File: src/rtl/fm_ftw_gen.sv
// fm_ftw_gen -- FM tuning-word generator for a DDS.
//
// Takes the stereo sample pair and new-sample strobe from an I2S receiver,
// brings the strobe into the DDS clock domain, mixes the pair to mono and
// ramps linearly from the previous sample to the new one over
// 2^INTERP_LOG2 cycles. The ramped value, scaled by 2^DEV_SHIFT, is added
// to the carrier tuning word. If no sample arrives for TIMEOUT cycles the
// output ramps back to the bare carrier and 'muted' is raised.
//
// Ports:
//   clk            DDS system clock
//   rst            asynchronous active-high reset
//   first_channel  signed left sample (I2S domain, stable between strobes)
//   second_channel signed right sample (I2S domain)
//   data_updated   new-sample pulse from the I2S domain
//   ftw            registered frequency tuning word
//   sample_strobe  one-cycle pulse when a sample is accepted
//   muted          high while no valid audio is present
module fm_ftw_gen #(
  parameter int                   CH_WIDTH    = 16,
  parameter int                   FTW_WIDTH   = 32,
  parameter logic [FTW_WIDTH-1:0] CARRIER_FTW = 32'h1000_0000,
  parameter int                   DEV_SHIFT   = 4,
  parameter int                   INTERP_LOG2 = 6,
  parameter int                   TIMEOUT     = 65535
) (
  input  logic                 clk,
  input  logic                 rst,
  input  logic [CH_WIDTH-1:0]  first_channel,
  input  logic [CH_WIDTH-1:0]  second_channel,
  input  logic                 data_updated,
  output logic [FTW_WIDTH-1:0] ftw,
  output logic                 sample_strobe,
  output logic                 muted
);

  localparam int IW = CH_WIDTH + 1;        // integer part of the accumulator
  localparam int AW = IW + INTERP_LOG2;    // accumulator incl. fraction bits
  localparam int SW = CH_WIDTH + 2;        // step: difference of two IW values
  localparam int TW = $clog2(TIMEOUT + 1);

  localparam logic [TW-1:0]          TIMEOUT_MAX  = TW'(TIMEOUT);
  localparam logic [TW-1:0]          TIMEOUT_FIRE = TW'(TIMEOUT - 1);
  localparam logic [INTERP_LOG2-1:0] CNT_LAST     = '1;

  generate
    if (CH_WIDTH + DEV_SHIFT >= FTW_WIDTH) begin : g_width_check
      $error("fm_ftw_gen: CH_WIDTH+DEV_SHIFT must be less than FTW_WIDTH");
    end
  endgenerate

  typedef enum logic [1:0] {IDLE, LOAD, RAMP, HOLD} state_t;

  // ---------------------------------------------------------------------
  // Strobe synchroniser: sync_reg[0]=s1, [1]=s2, [2]=s3.
  // live_reg marks when s2 carries a genuinely sampled value after reset;
  // armed_reg then requires s2 to have been seen low once, so a strobe
  // that is already high when reset is released is not mistaken for a
  // fresh rising edge.
  // ---------------------------------------------------------------------
  logic [2:0] sync_reg;
  logic [1:0] live_reg;
  logic       armed_reg;
  logic       accept;

  always_ff @(posedge clk or posedge rst) begin
    if (rst) begin
      sync_reg  <= '0;
      live_reg  <= '0;
      armed_reg <= 1'b0;
    end else begin
      sync_reg <= {sync_reg[1:0], data_updated};
      live_reg <= {live_reg[0], 1'b1};
      if (live_reg[1] && !sync_reg[1]) begin
        armed_reg <= 1'b1;
      end
    end
  end

  assign accept = sync_reg[1] & ~sync_reg[2] & armed_reg;

  // Mono mix: sum at CH_WIDTH+1 bits, arithmetic halve, truncate.
  logic signed [IW-1:0]       sum_w;
  logic signed [CH_WIDTH-1:0] mono_w;

  assign sum_w  = $signed({first_channel[CH_WIDTH-1], first_channel})
                + $signed({second_channel[CH_WIDTH-1], second_channel});
  assign mono_w = CH_WIDTH'(sum_w >>> 1);

  // ---------------------------------------------------------------------
  // State and datapath registers
  // ---------------------------------------------------------------------
  state_t                      state_reg, state_next;
  logic signed [AW-1:0]        acc_reg, acc_next;
  logic signed [CH_WIDTH-1:0]  target_reg, target_next;
  logic signed [SW-1:0]        step_reg, step_next;
  logic [INTERP_LOG2-1:0]      cnt_reg, cnt_next;
  logic [TW-1:0]               tcnt_reg, tcnt_next;
  logic                        muted_reg, muted_next;
  logic                        strobe_reg, strobe_next;
  logic [FTW_WIDTH-1:0]        ftw_reg, ftw_next;

  logic signed [IW-1:0]        acc_int_w;
  logic signed [FTW_WIDTH-1:0] dev_w;

  // Integer part of the accumulator (equivalent to acc >>> INTERP_LOG2).
  assign acc_int_w = acc_reg[AW-1:INTERP_LOG2];
  assign dev_w     = FTW_WIDTH'(acc_int_w) <<< DEV_SHIFT;
  assign ftw_next  = CARRIER_FTW + $unsigned(dev_w);

  always_ff @(posedge clk or posedge rst) begin
    if (rst) begin
      state_reg  <= IDLE;
      acc_reg    <= '0;
      target_reg <= '0;
      step_reg   <= '0;
      cnt_reg    <= '0;
      tcnt_reg   <= '0;
      muted_reg  <= 1'b1;
      strobe_reg <= 1'b0;
      ftw_reg    <= CARRIER_FTW;
    end else begin
      state_reg  <= state_next;
      acc_reg    <= acc_next;
      target_reg <= target_next;
      step_reg   <= step_next;
      cnt_reg    <= cnt_next;
      tcnt_reg   <= tcnt_next;
      muted_reg  <= muted_next;
      strobe_reg <= strobe_next;
      ftw_reg    <= ftw_next;
    end
  end

  always_comb begin
    state_next  = state_reg;
    acc_next    = acc_reg;
    target_next = target_reg;
    step_next   = step_reg;
    cnt_next    = cnt_reg;
    tcnt_next   = tcnt_reg;
    muted_next  = muted_reg;
    strobe_next = 1'b0;

    // Silence counter saturates, so the mute ramp is launched only once.
    if (tcnt_reg != TIMEOUT_MAX) begin
      tcnt_next = tcnt_reg + 1'b1;
    end

    case (state_reg)
      LOAD: begin
        // Step is the integer distance, applied in fractional units, so
        // 2^INTERP_LOG2 additions cover the whole distance.
        step_next  = SW'(target_reg) - SW'(acc_int_w);
        cnt_next   = '0;
        state_next = RAMP;
      end
      RAMP: begin
        cnt_next = cnt_reg + 1'b1;
        if (cnt_reg == CNT_LAST) begin
          // Snap to the exact target so truncation error never accumulates.
          acc_next   = AW'(target_reg) <<< INTERP_LOG2;
          state_next = HOLD;
        end else begin
          acc_next = acc_reg + AW'(step_reg);
        end
      end
      default: ;  // IDLE and HOLD keep the accumulator
    endcase

    if (tcnt_reg == TIMEOUT_FIRE) begin
      muted_next  = 1'b1;
      target_next = '0;
      state_next  = LOAD;
    end

    // A new sample overrides everything, including a simultaneous timeout.
    // The accumulator is held so the restarted ramp begins where the old
    // one stopped.
    if (accept) begin
      strobe_next = 1'b1;
      target_next = mono_w;
      tcnt_next   = '0;
      muted_next  = 1'b0;
      acc_next    = acc_reg;
      state_next  = LOAD;
    end
  end

  assign ftw           = ftw_reg;
  assign sample_strobe = strobe_reg;
  assign muted         = muted_reg;

endmodule

File: config.mk
export PLATFORM = sky130hd
export DESIGN_NAME = fm_ftw_gen
export DESIGN_NICKNAME = d
export VERILOG_FILES = /design/src/rtl/fm_ftw_gen.sv
export SDC_FILE = /design/constraint.sdc
export NUM_CORES = 1
export LEC_CHECK = 0
export ABC_AREA = 1
export CORE_MARGIN = 2
export CORE_UTILIZATION = 59
export CTS_CLUSTER_DIAMETER = 80
export CTS_CLUSTER_SIZE = 25
export DETAILED_ROUTE_END_ITERATION = 8
export HOLD_SLACK_MARGIN = 0.15
export PLACE_DENSITY = 0.92
export SLEW_MARGIN = 20
export SYNTH_ARGS = -nofsm -noshare
export SYNTH_HDL_FRONTEND = slang
export SYNTH_SLANG_ARGS = --single-unit
File: constraint.sdc
create_clock -name clk -period 4.53 [get_ports clk]
set_input_delay 0.906 -clock clk [delete_from_list [all_inputs] [get_ports clk]]
set_output_delay 0.906 -clock clk [all_outputs]
set_load 0.01 [all_outputs]
==> run metrics <==
crit start category=input port; fill count=1,082; syn avg cell area=between 7 and 8 µm²; CP max stage delay=between 400 and 500 ps; WHS Path Cells=0; core area=roughly 13,000 µm²; Global Route Usage Sum=a little over a quarter; I/O pins=69; endpoints failing setup=0; Most used DFF post-synth=dfrtp_1; Final Hold Violating Endpoints=0; overflow left after global routing=0; yosys warns=0; Wirelength per Cell=13.8 µm; clock-pin transition on the worst setup and hold timing paths=about 60 ps; Setup CP Type=input port to flop; clock tree sinks=107; Yosys reg bits=107; nets=between 1,000 and 1,500; Peak supply drop=0.257 mV; Seq/Total Area, Yosys=approximately 35%; initial drt markers=523; Post CTS Setup Buffer Count=0; DR vias/cell=about 5.4; Internal=around 0.003 W; Fin Hold WS=~350 ps; Post-Route Setup TNS=0 ps; Mapped Cells=around 1,100; IO Port Bufs=61; clock power share=between 10% and 20%; hold_buf cts=0; Routability Congestion=0.964; crit-path cells=clkdlybuf4s50_1 -> inv_1 -> fa_1 -> inv_1 -> nand2_1 -> a21oi_2 -> nand3_1 -> nand2_1 -> nand3_1 -> nand3_1 -> nand2_1 -> o21ai_1; Global Route met3 Usage=approximately 4.5%; Logic pwr share=60.0%; Die Y=about 120 µm; Detail Route Antenna Nets=0; largest net degree at the start of global routing=64; root buf cell=clkbuf_16; Critical Path Sink Type=flop; HP Start=live_reg[0]$_DFF_PP0_; drt pass-1 iters=5; Core Rows=between 40 and 50; initial antenna violation count=0; WHS Endpoint=live_reg[1]$_DFF_PP0_; DP Wirelength=approximately 14,000 µm; drc violations=0; max-cap violations=0; met1 Track Usage GR=34.6%; P_sw=roughly 0.0028 W; Layout area overhead=12.7%; first-pass GRT wire length=between 30,000 and 40,000 µm; Net Sw Frac=between 40% and 50%; Sequential Power Share=a little over a quarter; EDFF count, synth=0; Crit Path Max Fanout=5; CP Data Arrival Time=around 2800 ps; Distinct cells, synth=51; final WL=18,400 µm; M2 GR Usage=between 40% and 50%; post-layout min period=approximately 2500 ps; cell area after synthesis=7750 µm²; via count=about 7,200; Power Density=~670 nW/µm²; capturing point of the worst reg2reg path=acc_reg[16]$_DFFE_PP0P_; vias in the first global route=between 6,000 and 7,000; CP required=~4800 ps; worst slew pin tran=948 ps; Die Footprint=between 10,000 and 15,000 µm²; Slew headroom=a little over a third; commonest non-fill, non-tap cells in the layout=329 x nand2_1, 162 x inv_1, 105 x dfrtp_1; clk_lat worst skew=360 ps; RSZ-0062 raised after global routing=no; status=finished, final reports clean; CTS Buf Count=9; Largest register FFs=23; Worst Hold Class=flop to flop; commonest non-fill, non-tap cell in the layout=nand2_1; Final Max Tran Viols=0; FF-to-FF setup slack=between 1500 and 2000 ps; Reg2Reg Depth=8; layout cells sized above 1=under 10%; post-CTS sizing=0; clock buffer depth=2; Max Fclk=between 300 and 400 MHz; antenna cell count=0; Async S/R FF share, synth=100%; Critical-path top delay cell=clkdlybuf4s50_1; H-tree depth=3; clock skew=about 8.6 ps; Static Leak=around 4.6 nW; CTS tree=built; Tcrit/Tclk final=between 50% and 60%; reg2reg start=cnt_reg[1]$_DFFE_PP0N_; worst setup path start=first_channel[1]; chip width=119 µm; Initial Utilization=around three fifths; layer with the highest usage=met2
cell families after synthesis:
family | after synthesis | synth area share, %
buffers and inverters | 199 | 10.9
AND/OR/NAND/NOR | 550 | 30.9
XOR/XNOR | 19 | 2.15
adder cells (fa/ha/maj) | 62 | 10.3
other | 2 | 0.0969
AO/OA/AOI/OAI | 153 | 11.1
flip-flops | 107 | 34.6
cell usage after synthesis, types with 2 or more instances:
| cell | count | area, µm² |
|---|---|---|
| a211oi_1 | 3 | 22.5 |
| a21o_1 | 4 | 30.0 |
| a21oi_1 | 64 | 320 |
| a21oi_2 | 7 | 61.3 |
| a31oi_1 | 4 | 25.0 |
| and2_1 | 2 | 12.5 |
| buf_2 | 3 | 15.0 |
| buf_4 | 17 | 128 |
| buf_6 | 3 | 33.8 |
| clkbuf_1 | 2 | 7.51 |
| conb_1 | 2 | 7.51 |
| dfrtp_1 | 105 | 2630 |
| dfstp_2 | 2 | 52.6 |
| fa_1 | 3 | 60.1 |
| ha_1 | 59 | 738 |
| inv_1 | 163 | 612 |
| inv_2 | 8 | 30.0 |
| nand2_1 | 329 | 1230 |
| nand2_2 | 10 | 62.6 |
| nand3_1 | 77 | 385 |
| nand4_1 | 11 | 68.8 |
| nor2_1 | 74 | 278 |
| nor2_2 | 7 | 43.8 |
| nor2_4 | 3 | 33.8 |
| nor3_1 | 15 | 75.1 |
| nor3_2 | 3 | 30.0 |
| nor3_4 | 2 | 32.5 |
| nor4_1 | 2 | 12.5 |
| o21ai_0 | 44 | 220 |
| o21ai_1 | 10 | 50.1 |
| o21ai_2 | 2 | 17.5 |
| o21bai_1 | 6 | 45.0 |
| o22ai_1 | 5 | 31.3 |
| or2_1 | 3 | 18.8 |
| or2_2 | 5 | 31.3 |
| xnor2_1 | 12 | 105 |
| xor2_1 | 7 | 61.3 |
how the worst max path moves through the flow:
stage	end	slack, ps	depth (start not counted)
6_report	target_reg[15]$_DFFE_PP0N_	1980	12
5_1_grt	acc_reg[19]$_DFFE_PP0P_	1770	8
4_1_cts	target_reg[15]$_DFFE_PP0N_	1970	12
3_5_place_dp	target_reg[15]$_DFFE_PP0N_	1600	12
3_3_place_gp	target_reg[15]$_DFFE_PP0N_	1670	11
2_1_floorplan	acc_reg[0]$_DFFE_PP0P_	810	1
worst max-delay path, delay by kind of cell:
family                     cells  cell delay [ps]
adders and majority gates      1              410
and+or+nand+nor                6              570
buffers and inverters          3              630
AOI/OAI and AO/OA              2              300
power by group through the flow:
stage / Clock (W) / Sequential [W] / Combinational [W]
floorplan: 0 / 0.00150 / 0.00260
global placement: 0 / 0.00155 / 0.00335
CTS: 0.000798 / 0.00155 / 0.00347
finish: 0.000787 / 0.00156 / 0.00351
global route: 0.000837 / 0.00159 / 0.00397
detailed placement: 0 / 0.00156 / 0.00344
layout make-up:
type                            instances  area, µm²  area share (%)
Clock inverter                          2       35.0           0.401
Timing Repair Buffer                   65        641            7.33
Inverter                              174        663            7.59
Clock buffer                           14        254            2.91
Tap cell                              172        215            2.46
Sequential cell                       107       2680            30.7
Multi-Input combinational cell        792       4250            48.6
per-layer routing:
metal / wire, µm / vias up
met4: 497 / 0
met2: 8750 / 247
met5: 0 / -
li1: - / 3586
met3: 1180 / 39
met1: 7930 / 3280
metrics by stage:
| step | instances | util (%) | setup slack (ps) | instance area, µm² | power [W] |
|---|---|---|---|---|---|
| 2_1_floorplan | 1098 | - | 810 | 7770 | 0.00411 |
| 3_3_place_gp | 1310 | 66.4 | 1670 | 8450 | 0.00490 |
| 3_5_place_dp | 1310 | 66.4 | 1600 | 8450 | 0.00501 |
| 4_1_cts | 1326 | 68.7 | 1970 | 8740 | 0.00582 |
| 5_1_grt | 1326 | 68.7 | 1770 | 8740 | 0.00639 |
| 6_report | 1326 | 68.7 | 1980 | 8740 | 0.00586 |
Note: power is estimated with default switching activity, not from simulation.
